==> src/rtl/pe_driver.sv <==
// pe_driver: sequences one PE through a convolution job.
// Streams K*K weights and A*A activations from the GLB into the
// PE load port, then issues A-K+1 compute starts and returns each
// partial sum with its row index.
// Ports:
//   clk, reset (async, active-low)
//   cmd_start / busy / done        : command side handshake
//   glb_rd_en/addr, glb_rd_data    : GLB read port (1-cycle latency)
//   filt_out, act_out, load_en_*   : PE load port
//   pe_start, pe_load_done, pe_compute_done, pe_psum : PE control
//   psum_valid, psum_data, psum_idx : partial-sum output stream
module pe_driver #(
    parameter int DATA_BITWIDTH     = 16,
    parameter int GLB_ADDR_BITWIDTH = 10,
    parameter int KERNEL_SIZE       = 3,
    parameter int ACT_SIZE          = 5,
    parameter int W_BASE            = 0,
    parameter int A_BASE            = 16
) (
    input  logic                         clk,
    input  logic                         reset,
    input  logic                         cmd_start,
    output logic                         busy,
    output logic                         done,
    output logic                         glb_rd_en,
    output logic [GLB_ADDR_BITWIDTH-1:0] glb_rd_addr,
    input  logic [DATA_BITWIDTH-1:0]     glb_rd_data,
    output logic [DATA_BITWIDTH-1:0]     filt_out,
    output logic [DATA_BITWIDTH-1:0]     act_out,
    output logic                         load_en_wght,
    output logic                         load_en_act,
    output logic                         pe_start,
    input  logic                         pe_load_done,
    input  logic                         pe_compute_done,
    input  logic [DATA_BITWIDTH-1:0]     pe_psum,
    output logic                         psum_valid,
    output logic [DATA_BITWIDTH-1:0]     psum_data,
    output logic [2:0]                   psum_idx
);

    localparam int NW = KERNEL_SIZE * KERNEL_SIZE;
    localparam int NA = ACT_SIZE * ACT_SIZE;
    localparam int CW_MIN = $clog2(NA + 1);
    localparam int CW = (CW_MIN > 10) ? CW_MIN : 10;
    localparam int AW = GLB_ADDR_BITWIDTH;

    localparam logic [CW-1:0] W_WORDS  = CW'(NW);
    localparam logic [CW-1:0] A_WORDS  = CW'(NA);
    localparam logic [CW-1:0] CNT_ONE  = CW'(1);
    localparam logic [CW-1:0] LAST_ROW = CW'(ACT_SIZE - KERNEL_SIZE);
    localparam logic [AW-1:0] W_BASE_A = AW'(W_BASE);
    localparam logic [AW-1:0] A_BASE_A = AW'(A_BASE);

    typedef enum logic [3:0] {
        IDLE, RD_W, WAIT_WL, RD_A, WAIT_AL,
        START, WAIT_C, GAP, FIN
    } state_t;

    state_t                   state_q, state_d;
    logic [CW-1:0]            cnt_q, cnt_d;
    logic [CW-1:0]            row_q, row_d;
    logic                     busy_q, busy_d;
    logic                     done_q, done_d;
    logic                     rd_en_q, rd_en_d;
    logic [AW-1:0]            rd_addr_q, rd_addr_d;
    logic                     ld_w_q, ld_w_d;
    logic                     ld_a_q, ld_a_d;
    logic                     wvld_q, wvld_d;
    logic                     avld_q, avld_d;
    logic                     start_q, start_d;
    logic                     pv_q, pv_d;
    logic [DATA_BITWIDTH-1:0] pdata_q, pdata_d;
    logic [2:0]               pidx_q, pidx_d;

    always_comb begin
        state_d   = state_q;
        cnt_d     = cnt_q;
        row_d     = row_q;
        busy_d    = busy_q;
        done_d    = 1'b0;
        rd_en_d   = 1'b0;
        rd_addr_d = '0;
        ld_w_d    = 1'b0;
        ld_a_d    = 1'b0;
        // GLB data lags the read by one cycle, so the data window is
        // the burst state delayed by one register.
        wvld_d    = (state_q == RD_W);
        avld_d    = (state_q == RD_A);
        start_d   = 1'b0;
        pv_d      = 1'b0;
        pdata_d   = pdata_q;
        pidx_d    = pidx_q;

        unique case (state_q)
            IDLE: begin
                if (cmd_start) begin
                    state_d   = RD_W;
                    busy_d    = 1'b1;
                    rd_en_d   = 1'b1;
                    rd_addr_d = W_BASE_A;
                    cnt_d     = CNT_ONE;
                end
            end
            RD_W: begin
                // cnt_q == 1 on the first burst cycle: word 0 lands next
                ld_w_d = (cnt_q == CNT_ONE);
                if (cnt_q < W_WORDS) begin
                    rd_en_d   = 1'b1;
                    rd_addr_d = W_BASE_A + AW'(cnt_q);
                    cnt_d     = cnt_q + CNT_ONE;
                end else begin
                    state_d = WAIT_WL;
                end
            end
            WAIT_WL: begin
                if (pe_load_done) begin
                    state_d   = RD_A;
                    rd_en_d   = 1'b1;
                    rd_addr_d = A_BASE_A;
                    cnt_d     = CNT_ONE;
                end
            end
            RD_A: begin
                ld_a_d = (cnt_q == CNT_ONE);
                if (cnt_q < A_WORDS) begin
                    rd_en_d   = 1'b1;
                    rd_addr_d = A_BASE_A + AW'(cnt_q);
                    cnt_d     = cnt_q + CNT_ONE;
                end else begin
                    state_d = WAIT_AL;
                end
            end
            WAIT_AL: begin
                if (pe_load_done) begin
                    row_d   = '0;
                    state_d = START;
                    start_d = 1'b1;
                end
            end
            START: begin
                state_d = WAIT_C;
            end
            WAIT_C: begin
                if (pe_compute_done) begin
                    pdata_d = pe_psum;
                    pidx_d  = row_q[2:0];
                    pv_d    = 1'b1;
                    state_d = GAP;
                end
            end
            GAP: begin
                // PE keeps compute_done high until it is idle again
                if (!pe_compute_done) begin
                    if (row_q == LAST_ROW) begin
                        state_d = FIN;
                        done_d  = 1'b1;
                    end else begin
                        row_d   = row_q + CNT_ONE;
                        state_d = START;
                        start_d = 1'b1;
                    end
                end
            end
            FIN: begin
                busy_d  = 1'b0;
                state_d = IDLE;
            end
            default: begin
                state_d = IDLE;
                busy_d  = 1'b0;
            end
        endcase
    end

    always_ff @(posedge clk or negedge reset) begin
        if (!reset) begin
            state_q   <= IDLE;
            cnt_q     <= '0;
            row_q     <= '0;
            busy_q    <= 1'b0;
            done_q    <= 1'b0;
            rd_en_q   <= 1'b0;
            rd_addr_q <= '0;
            ld_w_q    <= 1'b0;
            ld_a_q    <= 1'b0;
            wvld_q    <= 1'b0;
            avld_q    <= 1'b0;
            start_q   <= 1'b0;
            pv_q      <= 1'b0;
            pdata_q   <= '0;
            pidx_q    <= '0;
        end else begin
            state_q   <= state_d;
            cnt_q     <= cnt_d;
            row_q     <= row_d;
            busy_q    <= busy_d;
            done_q    <= done_d;
            rd_en_q   <= rd_en_d;
            rd_addr_q <= rd_addr_d;
            ld_w_q    <= ld_w_d;
            ld_a_q    <= ld_a_d;
            wvld_q    <= wvld_d;
            avld_q    <= avld_d;
            start_q   <= start_d;
            pv_q      <= pv_d;
            pdata_q   <= pdata_d;
            pidx_q    <= pidx_d;
        end
    end

    assign busy         = busy_q;
    assign done         = done_q;
    assign glb_rd_en    = rd_en_q;
    assign glb_rd_addr  = rd_addr_q;
    assign filt_out     = wvld_q ? glb_rd_data : '0;
    assign act_out      = avld_q ? glb_rd_data : '0;
    assign load_en_wght = ld_w_q;
    assign load_en_act  = ld_a_q;
    assign pe_start     = start_q;
    assign psum_valid   = pv_q;
    assign psum_data    = pdata_q;
    assign psum_idx     = pidx_q;

endmodule

==> config.mk <==
export PLATFORM = sky130hd
export DESIGN_NAME = pe_driver
export DESIGN_NICKNAME = d
export VERILOG_FILES = /design/src/rtl/pe_driver.sv
export SDC_FILE = /design/constraint.sdc
export NUM_CORES = 1
export LEC_CHECK = 0
export ABC_AREA = 1
export BUFFER_PORTS_ARGS = -buffer_cell sky130_fd_sc_hd__buf_2
export CELL_PAD_IN_SITES_DETAIL_PLACEMENT = 0
export CELL_PAD_IN_SITES_GLOBAL_PLACEMENT = 1
export CORE_UTILIZATION = 39
export CTS_CLUSTER_DIAMETER = 30
export DETAILED_ROUTE_END_ITERATION = 12
export PLACE_DENSITY = 0.91
export SLEW_MARGIN = 5
export SYNTH_ARGS = -nofsm -noshare
export SYNTH_HDL_FRONTEND = slang
export SYNTH_SLANG_ARGS = --single-unit
==> constraint.sdc <==
create_clock -name clk -period 3 [get_ports clk]
set_clock_uncertainty 0.1 [all_clocks]
set_input_delay 0 -clock clk [delete_from_list [all_inputs] [get_ports clk]]
set_output_delay 0 -clock clk [all_outputs]
set_load 0.01 [all_outputs]
# ---- Word level (Yosys, flattened, before mapping)
# Index checks and enable logic that the tools add are counted.
# Widths: inputs -> output; s select.
dict set report totals {
  wordCells 90
  reg_bits 62
  out_inout_bits 68
}
dict set report classes {
  eq_ne 19
  magnitude_cmp 2
  bitwise_logic 1
  add_sub_neg 3
  mux 41
  reduce_logical 9
}
# op count
set ops {}
lappend ops {{$mux 10} 9}
lappend ops {{$pmux 10 s4} 1}
lappend ops {{$mux 16} 2}
lappend ops {{$mux 4} 8}
lappend ops {{$pmux 4 s8} 1}
lappend ops {{$pmux 10 s3} 1}
lappend ops {{$add 10x1->10 const B} 2}
lappend ops {{$pmux 10 s2} 1}
lappend ops {{$eq 4x3->1 const B} 4}
lappend ops {{$ne 2x2->1 const B} 8}
lappend ops {{$mux 1} 14}
lappend ops {{$add 5x10->10 const A} 1}
lappend ops {{$eq 10x1->1 const B} 1}
lappend ops {{$eq 10x2->1 const B} 1}
lappend ops {{$lt 10x4->1 const B} 1}
lappend ops {{$lt 10x5->1 const B} 1}
lappend ops {{$eq 4x2->1 const B} 2}
lappend ops {{$reduce_and 7->1} 1}
lappend ops {{$reduce_or 7->1} 1}
lappend ops {{$mux 5} 1}
lappend ops {{$reduce_and 5->1} 1}
lappend ops {{$eq 4x1->1 const B} 1}
lappend ops {{$logic_not 4->1} 1}
lappend ops {{$ne 2x1->1 const B} 2}
lappend ops {{7 further kinds} 9}

# ---- Depth between registers and ports, before layout
# Gate-level depths: netlist of the first run.
dict set report depth {
  word_depth 4
  depth_mapped 11
  ltp_nobuf 10
}

# ---- Worst setup path after synthesis of the first run
# OpenSTA, ideal clock, no wires.
dict set report synth_path {
  kind {register -> register}
  startpoint {register row_q[0]}
  endpoint {register row_q[5]}
  required_time_ns 2.783
  path_buffers 1
  setup_time_ns 0.117
  t_arrival_ns 1.374
  slack_ns 1.410
  path_stages_with_launch 11
  path_cell_list {dfrtp_1 > inv_1 > ha_1 > nand2_1 > nor2_1 > nand3_1 > nand3_4 > nand2_4 > buf_6 > nand2_1 > nand2_1}
}
dict set report synth_via {
  elab_chain_cells 4
  elab_cells_between_ends 7
}
# item line
set synth_rtl {}
lappend synth_rtl {{start, declared} 61} ;# logic [CW-1:0] row_q, row_d;
lappend synth_rtl {{start signal, assigned} 195} ;# row_q <= row_d;
lappend synth_rtl {{$add 10x1->10} 158} ;# row_d = row_q + CNT_ONE;
lappend synth_rtl {{$mux 10} 154} ;# if (row_q == LAST_ROW) begin
lappend synth_rtl {{$mux 10} 153} ;# if (!pe_compute_done) begin
lappend synth_rtl {{$pmux 10 s2} 94} ;# unique case (state_q)
# Parallel ways exist; a longest one is shown, timed or not. The select of a mux whose other input is x is not followed.
# A chain may end at the register's enable or synchronous reset.

# ---- Worst setup path in the final report of the first run
dict set report layout_path {
  startpoint {register state_q[3]}
  endpoint {register pdata_q[14] (netlist: psum_data[14])}
}
dict set report layout_via {
  elab_chain_cells 2
}
# item line
set layout_rtl {}
lappend layout_rtl {{start, declared} 59} ;# state_t state_q, state_d;
lappend layout_rtl {{start signal, assigned} 193} ;# state_q <= state_d;
lappend layout_rtl {{$eq 4x3->1} 94}
lappend layout_rtl {{$reduce_and 2->1 (no line)} -}
lappend layout_rtl {{end signal, assigned} 206} ;# pdata_q <= pdata_d;
lappend layout_rtl {{end, declared} 72} ;# logic [DATA_BITWIDTH-1:0] pdata_q, pdata_d;
# Every way passes these cells.

==> impl_metrics.tcl, run 1 <==
set metrics [dict create \
    synthArstFlopShare_pct 100 \
    fmax_ghz 0.496 \
    totalWireLength_mm 7.81 \
    ctsHoldBuffers 20 \
    drt-initial-drc-count 95 \
    path_max_fanout 22 \
    cts_inserted_buffers 9 \
    crit_slowest_cell "nand2_1" \
    ctsLongestPathBuffers 2 \
    hold_violations 0 \
    power_frac_seq_pct 36.6 \
    cts_resized 0 \
    via_count 3042 \
    portBuffers 104 \
    die_h_um 94.1 \
    ys_ff_latch 62 \
    cts_root_buf "clkbuf_8" \
    ant_nets 0 \
    path_buf_inv 2 \
    yosys_warnings 0 \
    seq_area_frac_synth_pct 47.0 \
    initial_core_util_pct 40.2 \
    area_delta_synth_final_pct 31.0 \
    dp_hpwl_mm 5.81 \
    io_pins 105 \
    finalSetupViolCount 0 \
    synthesis.area_um2 3300 \
    drc 0 \
    dieArea_um2 8850 \
    p_leak_nw 2.57 \
    max_slew_margin_pct 49.8 \
    critPathRequiredTime_ns 3.18 \
    finalCritPeriodShare_pct 67.2 \
    dp_cells 635 \
    antenna_found_initial 0 \
    path_common_cell "nand2_1" \
    setup_ws_ns 0.985 \
    worstPathCellList "inv_1 -> nand2_2 -> nor3_2 -> nand2_1 -> inv_2 -> nand2_1 -> nand2_1" \
    gp_congestion 0.870 \
    ys_top_cells_by_count "nand2_1, inv_1, dfrtp_1, nor2_1, nand3_1" \
    p_int_mw 2.07 \
    max_stage_delay_ns 0.46 \
    dr.pass1.iters 4 \
    final_nets 607 \
    clkSlewWorstSetupHoldPaths_ns 0.07 \
    grt_pass1_wl_mm 12.7 \
    cts_tree "yes" \
    die_x_um 94.1 \
    synth.avg_cell_area_um2 7.67 \
    clkSinkCount 62 \
    pwr-share-clk_pct 20.7 \
    synth_top_cell_by_area "dfrtp_1" \
    num_rows 33 \
    rsz0062_at_grt "no" \
    htreeDepth 3 \
    final_cells 671 \
    globalRouteOverflowTotal 0 \
    drv_cap 0 \
    crit_path_end_kind "register" \
    synthesis.instances 431 \
    synth_area_leaders "dfrtp_1, nand2_1, inv_1, nor2_1, nand3_1" \
    p_sw_share_pct 43.7 \
    holdCritPathClass "in2async" \
    core_area_um2 8220 \
    grt_pass1_vias 2772 \
    synth_edf_count 0 \
    slew_violations 0 \
    postCtsSetupBuffers 0 \
    routedWlPerCell_um 11.6 \
    critPathKind "reg2reg" \
    status "finished, final reports clean" \
    place_area_um2 3920 \
    grt_max_degree 36 \
    synthFlopType "dfrtp_1" \
    vdd_drop_max_uv 287 \
    cp_top_family "simple AND/OR/NAND/NOR gates" \
    worst_pin_slew_ns 0.754 \
    clkLatencyLatePin_ns 0.35 \
    period_needed_ns 2.02 \
    drive_gt1_share_pct 27.4 \
    comb_power_share_pct 42.7 \
    grt_usage_pct 18.7 \
    fin_area_um2 4330 \
    yosysTopAreaCellShare_pct 47.0 \
    power.density_nw_per_um2 849 \
    synth_most_common_cell "nand2_1" \
    setup_tns_ns 0 \
    vias_per_cell 4.53 \
    antenna_cells 0 \
    cp-start-kind "register" \
    p_sw_mw 1.60 \
    pre_cts_ws_ns 0.980 \
    synth.distinct_cells 36 \
    cp.arrival_ns 2.19 \
]
## logic make-up after synthesis
kind of cell	after synthesis	share of synthesized area [%]
other	1	0.113
xor gates and xnor gates	4	1.06
DFF	62	47.0
and+or+nand+nor	255	35.2
muxes	1	0.303
AOI/OAI and AO/OA	18	2.95
adders and majority gates	9	3.41
buffers and inverters	81	10.0
## metal layers
layer,GRT usage (%),routed length (µm),vias to the layer above
met5,0,0,-
li1,-,-,1555
met1,23.8,3580,1382
met3,4.21,437,10
met2,30.8,3670,95
met4,7.05,114,0
## worst register-to-register path: cells and delay by family, from the launching register on
| kind | cells | cell delay [ns] |
|---|---|---|
| AND/OR/NAND/NOR | 5 | 0.88 |
| flip-flops | 1 | 0.43 |
| buffers and inverters | 2 | 0.55 |
## area by class of cell
type	count	area (µm²)
Clock inverter	7	80.1
Timing Repair Buffer	126	736
Tap cell	105	131
Inverter	72	277
Multi-Input combinational cell	290	1430
Clock buffer	9	124
Fill cell	767	3890
Sequential cell	62	1550
## through the flow
stage	hold slack (ns)	utilization, %	power, mW
6_report	0.161	52.7	3.67
5_1_grt	0.195	52.7	3.99
4_1_cts	0.179	52.7	3.72
3_5_place_dp	0.0203	47.8	2.93
3_3_place_gp	0.00761	47.8	2.90
2_1_floorplan	-0.396	-	2.40
## path summary, 6_finish.rpt
check | start | endpoint | slack [ns] | depth (start not counted)
max | state_q[3] | psum_data[14] | 0.98 | 7
max in group asynchronous | reset | cnt_q[1] | 1.93 | 3
min reg2reg | busy | busy | 0.39 | 2
max reg2reg | state_q[3] | psum_data[14] | 0.98 | 7
min in group clk | glb_rd_data[2] | filt_out[2] | 0.18 | 4
min | reset | glb_rd_en | 0.16 | 2
## power by group through the flow
stage               registers, mW  clock network, mW  logic [mW]
floorplan                    1.35                  0        1.05
global placement             1.35                  0        1.55
detailed placement           1.36                  0        1.57
CTS                          1.34              0.783        1.59
global route                 1.38              0.819        1.79
finish                       1.34              0.760        1.57
## registers in the layout, indices dropped and copies added, names as in the netlist, 3 cells and up
name,flops
psum_data,16
cnt_q,10
glb_rd_addr,10
row_q,10
state_q,4
psum_idx,3
## placed cells by master, fill, tap and decap left out, types with 2 or more instances in the layout
cell type and count:
conb_1 3, ha_1 9, clkinvlp_4 2, dlygate4sd3_1 20, buf_2 104, inv_1 64
nand2_1 159, o21ai_0 4, nand3_4 2, buf_4 2, o21ai_1 7, nand4_1 3
xor2_1 3, nor3_2 5, nand2_2 4, nand3_1 24, dfrtp_1 62, nor3_1 5
a21oi_1 4, nor2_4 4, inv_2 6, clkbuf_8 9, nand2_4 3, nor2_2 3
inv_6 4, nor2_1 38
Note: power is estimated with default switching activity, not from simulation.
==> run 2, diff against run 1 <==
--- a/config.mk
+++ b/config.mk
@@ -5,14 +5,14 @@
 export SDC_FILE = /design/constraint.sdc
 export NUM_CORES = 1
 export LEC_CHECK = 0
-export ABC_AREA = 1
+export ABC_AREA = 0
 export BUFFER_PORTS_ARGS = -buffer_cell sky130_fd_sc_hd__buf_2
 export CELL_PAD_IN_SITES_DETAIL_PLACEMENT = 0
 export CELL_PAD_IN_SITES_GLOBAL_PLACEMENT = 1
-export CORE_UTILIZATION = 39
+export CORE_UTILIZATION = 34
 export CTS_CLUSTER_DIAMETER = 30
 export DETAILED_ROUTE_END_ITERATION = 12
-export PLACE_DENSITY = 0.91
+export PLACE_DENSITY = 0.82
 export SLEW_MARGIN = 5
 export SYNTH_ARGS = -nofsm -noshare
 export SYNTH_HDL_FRONTEND = slang
==> constraint.sdc (replaced) <==
create_clock -name clk -period 1.6 [get_ports clk]
set_clock_uncertainty 0.1 [all_clocks]
set_input_delay 0 -clock clk [delete_from_list [all_inputs] [get_ports clk]]
set_output_delay 0 -clock clk [all_outputs]
set_load 0.01 [all_outputs]
==> run 2 against run 1 <==
  * The run now ends with setup timing left
  * Register-to-register slack worse by 1.3 ns
  * Design area up 14%
  * Highest routed layer unchanged
  * Via count is 11% lower
  * Die area up 1.4%
  * Critical endpoint is now row_q[9]
  * Combinational power rose to 2.7 times the previous value
  * Global-route usage is 0.59 points lower
  * Setup slack lost 1.3 ns
  * Synthesized cell count decreased by 38%
==> impl_metrics.tcl, run 2 <==
set metrics [dict create \
    cts_tree "yes" \
    grt_usage_pct 18.1 \
    crit_path_end_kind "register" \
    ys_ff_latch 62 \
    vias_per_cell 4.74 \
    seq_area_frac_synth_pct 53.1 \
    totalWireLength_mm 8.43 \
    cp.arrival_ns 1.99 \
    holdCritPathClass "in2async" \
    io_pins 105 \
    ctsLongestPathBuffers 2 \
    yosys_warnings 0 \
    synth_most_common_cell "dfrtp_1" \
    setup_ws_ns -0.266 \
    globalRouteOverflowTotal 0 \
    dr.pass1.iters 4 \
    final_core_utilization_pct 59.6 \
    synth.distinct_cells 40 \
    clkSlewWorstSetupHoldPaths_ns 0.08 \
    final_common_cell "buf_2" \
    die_x_um 94.7 \
    synth_top_cell_by_area "dfrtp_1" \
    dp_hpwl_mm 5.04 \
    grt_max_degree 31 \
    dieArea_um2 8970 \
    period_needed_ns 1.87 \
    p_sw_share_pct 36.3 \
    cts_inserted_buffers 9 \
    largest_reg_flops 16 \
    synthesis.area_um2 2920 \
    gp_congestion 0.841 \
    ant_nets 0 \
    finalSetupViolCount 50 \
    r2r_slack_ns -0.27 \
    die_h_um 94.7 \
    synthXorXnorAreaFrac_pct 2.70 \
    pwr-share-clk_pct 17.9 \
    power_frac_seq_pct 28.9 \
    cp-start-kind "register" \
    synth-adder-area-share_pct 3.85 \
    yosys.area_share.simple_pct 21.7 \
    critPathRequiredTime_ns 1.72 \
    synthesis.instances 266 \
    path_max_fanout 4 \
    status "finished with violations" \
    layout_common_cells "buf_2, dfrtp_1, buf_4" \
    synth_area_leaders "dfrtp_1, and2_1, mux2_2, ha_1, nor2_1" \
    final_nets 508 \
    synth_top_family_by_area "simple AND/OR/NAND/NOR gates" \
    core_area_um2 8260 \
    muxShareOfSynthArea_pct 7.66 \
    grt_pass1_wl_mm 12.1 \
    r2r_end "row_q[9]" \
    p_int_mw 5.09 \
    synth.avg_cell_area_um2 11.0 \
    num_rows 33 \
    fmax_ghz 0.536 \
    ff2ff_path_depth 6 \
    drc 0 \
    drt-initial-drc-count 142 \
    via_count 2712 \
    crit_start "state_q[3]" \
    p_leak_nw 2.53 \
    grt_pass1_vias 2558 \
    critPathKind "reg2reg" \
    fin_area_um2 4920 \
    p_sw_mw 2.90 \
    drive_gt1_share_pct 55.2 \
    synth_edf_count 0 \
    synth_compound_area_share_pct 6.98 \
    comb_power_share_pct 53.3 \
    antenna_found_initial 0 \
    synthArstFlopShare_pct 100 \
    slew_violations 0 \
    hold_violations 0 \
    power_mw 7.99 \
    portBuffers 104 \
    clkLatencyLatePin_ns 0.35 \
    clkSinkCount 62 \
    finalCritPeriodShare_pct 117 \
    ys_top_cells_by_count "dfrtp_1, and2_1, nor2_1, mux2_2, inv_1" \
    rsz0062_at_grt "yes" \
    violations "setup timing" \
    place_area_um2 3900 \
    area_delta_synth_final_pct 68.4 \
    routedWlPerCell_um 14.7 \
    power.density_nw_per_um2 1620 \
    vdd_drop_max_uv 682 \
    antenna_cells 0 \
    drv_cap 0 \
    initial_core_util_pct 35.4 \
    synthFlopType "dfrtp_1" \
    r2r_start "state_q[3]" \
    cts_root_buf "clkbuf_8" \
    yosysTopAreaCellShare_pct 53.1 \
    htreeDepth 3 \
    crit_end "row_q[9]" \
]
run 2: changes by cell type in the layout (fill, tap and decap cells not counted), moves of 12 or more:
cell,change
inv_1,-57
nand2_1,-153
and2_1,+34
buf_4,+50
mux2_4,+19
buf_6,+12
nor2_1,-21
nand3_1,-20
run 2: cell type report:
class,count,area [µm²]
multi-input combinational,182,1590
clock inverter,6,70.1
clock buffer,10,138
sequential,62,1550
inverter,12,45.0
timing repair buffer,195,1400
fill,664,3340
tap,105,131
run 2: power by group through the flow:
stage / combinational [mW] / clock, mW / sequential, mW
2_1_floorplan: 1.48 / 0 / 2.44
3_3_place_gp: 2.86 / 0 / 2.29
3_5_place_dp: 2.91 / 0 / 2.31
4_1_cts: 3.63 / 1.45 / 2.29
5_1_grt: 4.56 / 1.51 / 2.36
6_report: 4.26 / 1.43 / 2.31
run 2: worst min-delay path by stage:
stage,from,endpoint,cells after the start
after floorplan,reset,avld_q,0
after global placement,reset,glb_rd_en,1
after detailed placement,reset,glb_rd_en,1
after CTS,reset,cnt_q[2],2
after global routing,reset,cnt_q[2],2
final,reset,cnt_q[2],2
run 2: through the flow:
stage	setup WS, ns	hold WS, ns	cells	setup TNS (ns)
2_1_floorplan	-0.316	-0.396	268	-3.16
3_3_place_gp	-0.328	-0.164	511	-7.80
3_5_place_dp	-0.406	-0.148	511	-9.24
4_1_cts	-0.286	0.0167	563	-7.38
5_1_grt	-0.348	0.0458	572	-10.17
6_report	-0.266	0.00675	572	-6.96
run 2: critical path, stage by stage, from the launching register on:
cell,delay (ns)
dfrtp_2,0.44
buf_6,0.14
nand4b_1,0.25
nor4b_4,0.35
nand3_1,0.18
xor2_1,0.21
nor2_1,0.07
run 2: routing by layer:
layer | track usage (%) | vias to the layer above | routed length (µm)
met5 | 0 | - | 0
met4 | 10.1 | 0 | 125
met3 | 2.74 | 13 | 470
met2 | 31.2 | 109 | 4270
met1 | 21.4 | 1288 | 3570
li1 | - | 1302 | -
run 2: cell families (layout without fill, tap and decap cells):
family	Yosys count	after routing
fa+ha+maj	9	9
other cells	1	3
compound gates	31	31
mux	20	20
xor+xnor	9	9
simple gates	110	110
flops	62	62
buf+inv	24	223
run 2: timing repair:
action,CTS,global route
cloned,2,1
resized for setup,52,42
pin swaps,13,12
endpoints found under the hold margin,82,0
hold buffers,20,0
setup buffers,15,10
setup endpoints to repair,49,52
==> run 3, diff against run 2 <==
--- a/config.mk
+++ b/config.mk
@@ -7,12 +7,13 @@
 export LEC_CHECK = 0
 export ABC_AREA = 0
 export BUFFER_PORTS_ARGS = -buffer_cell sky130_fd_sc_hd__buf_2
+export CAP_MARGIN = 25
 export CELL_PAD_IN_SITES_DETAIL_PLACEMENT = 0
 export CELL_PAD_IN_SITES_GLOBAL_PLACEMENT = 1
-export CORE_UTILIZATION = 34
+export CORE_UTILIZATION = 40
 export CTS_CLUSTER_DIAMETER = 30
 export DETAILED_ROUTE_END_ITERATION = 12
-export PLACE_DENSITY = 0.82
+export PLACE_DENSITY = 0.9
 export SLEW_MARGIN = 5
 export SYNTH_ARGS = -nofsm -noshare
 export SYNTH_HDL_FRONTEND = slang
==> constraint.sdc (replaced) <==
create_clock -name clk -period 2.3 [get_ports clk]
set_clock_uncertainty 0.1 [all_clocks]
set_input_delay 0 -clock clk [delete_from_list [all_inputs] [get_ports clk]]
set_output_delay 0 -clock clk [all_outputs]
set_load 0.01 [all_outputs]
==> run 3 against run 2 <==
  * The flow now finishes without violations
  * Design area fell by 20%
  * Critical path depth increased by 2
  * Total power fell by 49%
  * Setup slack better by 0.49 ns
  * Wire length shrank 22%
  * Sequential cell count did not move
  * Via count is 12% lower
  * Maximum frequency decreased by 10%
  * Cell count is 13% lower
  * Global-route usage up 0.27 points
  * Utilization shrank 2.9 points
  * Critical endpoint is now state_q[1]
  * Largest cell class is now flip-flops and latches
  * Largest power group is now sequential cells
==> impl_metrics.tcl, run 3 (synthesized netlist as in run 2, its figures left out) <==
set metrics [dict create \
    final_common_cell "buf_2" \
    drt-initial-drc-count 126 \
    fmax_ghz 0.482 \
    layout_common_cells "buf_2, dfrtp_1, and2_1" \
    seq_area_um2 1550 \
    max_slew_margin_pct 59.2 \
    largest_reg_flops 16 \
    final_core_utilization_pct 56.7 \
    gp_congestion 0.811 \
    crit_slowest_cell "dfrtp_1" \
    path_max_fanout 5 \
    dr.pass1.iters 4 \
    cts_resized 0 \
    drv_cap 0 \
    cts_tree "yes" \
    die_x_um 87.5 \
    setup_tns_ns 0 \
    ctsLongestPathBuffers 2 \
    drive_gt1_share_pct 38.6 \
    vias_per_cell 4.79 \
    io_pins 105 \
    slew_violations 0 \
    clkLatencyLatePin_ns 0.35 \
    dp_cells 464 \
    grt_usage_pct 18.4 \
    r2r_end "state_q[1]" \
    final_nets 445 \
    cts_inserted_buffers 9 \
    grt_pass1_vias 2265 \
    num_rows 30 \
    cp-start-kind "register" \
    finalCritPeriodShare_pct 90.3 \
    period_needed_ns 2.08 \
    max_stage_delay_ns 0.40 \
    path_buf_inv 2 \
    worst_pin_slew_ns 0.612 \
    worstPathCellList "inv_1 -> ha_1 -> nor2b_1 -> o2111a_1 -> a21o_1 -> buf_4 -> a211o_1 -> o41ai_2" \
    critPathKind "reg2reg" \
    ant_nets 0 \
    r2r_slack_ns 0.22 \
    status "finished, final reports clean" \
    finalSetupViolCount 0 \
    multi_input_area_um2 1260 \
    r2r_start "cnt_q[0]" \
    fillers 601 \
    routedWlPerCell_um 13.2 \
    holdCritPathClass "in2async" \
    final_cells 500 \
    core_area_um2 6940 \
    critPathRequiredTime_ns 2.45 \
    cts_root_buf "clkbuf_8" \
    antenna_cells 0 \
    totalWireLength_mm 6.60 \
    hold_violations 0 \
    cp_top_family "compound AO/OA/AOI/OAI gates" \
    vdd_drop_max_uv 543 \
    area_delta_synth_final_pct 34.7 \
    hold_ws_ns 0.0989 \
    htreeDepth 3 \
    grt_pass1_wl_mm 10.4 \
    via_count 2393 \
    ff2ff_path_depth 8 \
    drc 0 \
    grt_max_degree 30 \
    clkSlewWorstSetupHoldPaths_ns 0.08 \
    dp_hpwl_mm 4.73 \
    p_leak_nw 2.07 \
    cp.arrival_ns 2.22 \
    globalRouteOverflowTotal 0 \
    initial_core_util_pct 42.1 \
    antenna_found_initial 0 \
    rsz0062_at_grt "no" \
    portBuffers 104 \
    power.density_nw_per_um2 1040 \
    dieArea_um2 7650 \
    crit_path_end_kind "register" \
    die_h_um 87.5 \
    clkSinkCount 62 \
]
-- run 3: power by group --
group          switching, mW  internal [mW]
sequential             0.288           1.39
clock                  0.440          0.391
combinational          0.822          0.760
-- run 3: stage by stage --
step                power (mW)  setup slack [ns]  area, µm²
floorplan                 2.69             0.358       2930
global placement          3.23             0.285       3560
detailed placement        3.26             0.233       3560
CTS                       4.13             0.216       3940
global route              4.39            0.0757       3940
finish                    4.10             0.224       3940
-- run 3: worst register-to-register path: cells and delay by family, from the launching register on --
| kind | cells | cell delay (ns) |
|---|---|---|
| AND/OR/NAND/NOR | 1 | 0.14 |
| flip-flops | 1 | 0.40 |
| AO/OA/AOI/OAI | 4 | 0.94 |
| buffers and inverters | 2 | 0.22 |
| adder cells (fa/ha/maj) | 1 | 0.19 |
-- run 3: how the worst max path moves through the flow --
stage	start	to	slack, ns	cells after the start
6_report	cnt_q[0]	state_q[1]	0.22	8
5_1_grt	cnt_q[0]	state_q[1]	0.08	8
4_1_cts	cnt_q[0]	state_q[1]	0.22	8
3_5_place_dp	cnt_q[0]	state_q[1]	0.23	8
3_3_place_gp	cnt_q[0]	state_q[1]	0.28	8
2_1_floorplan	cnt_q[0]	state_q[1]	0.36	9
-- run 3: timing repair --
| item | 4_1_cts | 5_1_grt |
|---|---|---|
| setup buffers | 0 | 0 |
| hold buffers | 20 | 0 |
| endpoints found under the hold margin | 48 | 0 |
-- run 3: layout make-up --
cell class | instances | share of cell area (%)
inverters | 12 | 1.14
multi-input cells | 182 | 32.1
clock buffers | 9 | 3.15
clock inverters | 7 | 1.27
repair buffers | 132 | 19.8
well taps | 96 | 3.05
flip-flops and latches | 62 | 39.4
-- run 3: per-layer routing --
layer | global-route usage (%) | share of wire (%) | routed length (µm)
met5 | 0 | 0 | 0
met4 | 9.09 | 2.1 | 137
met3 | 5.12 | 5.8 | 385
met2 | 31.7 | 49 | 3250
met1 | 20.8 | 43 | 2840
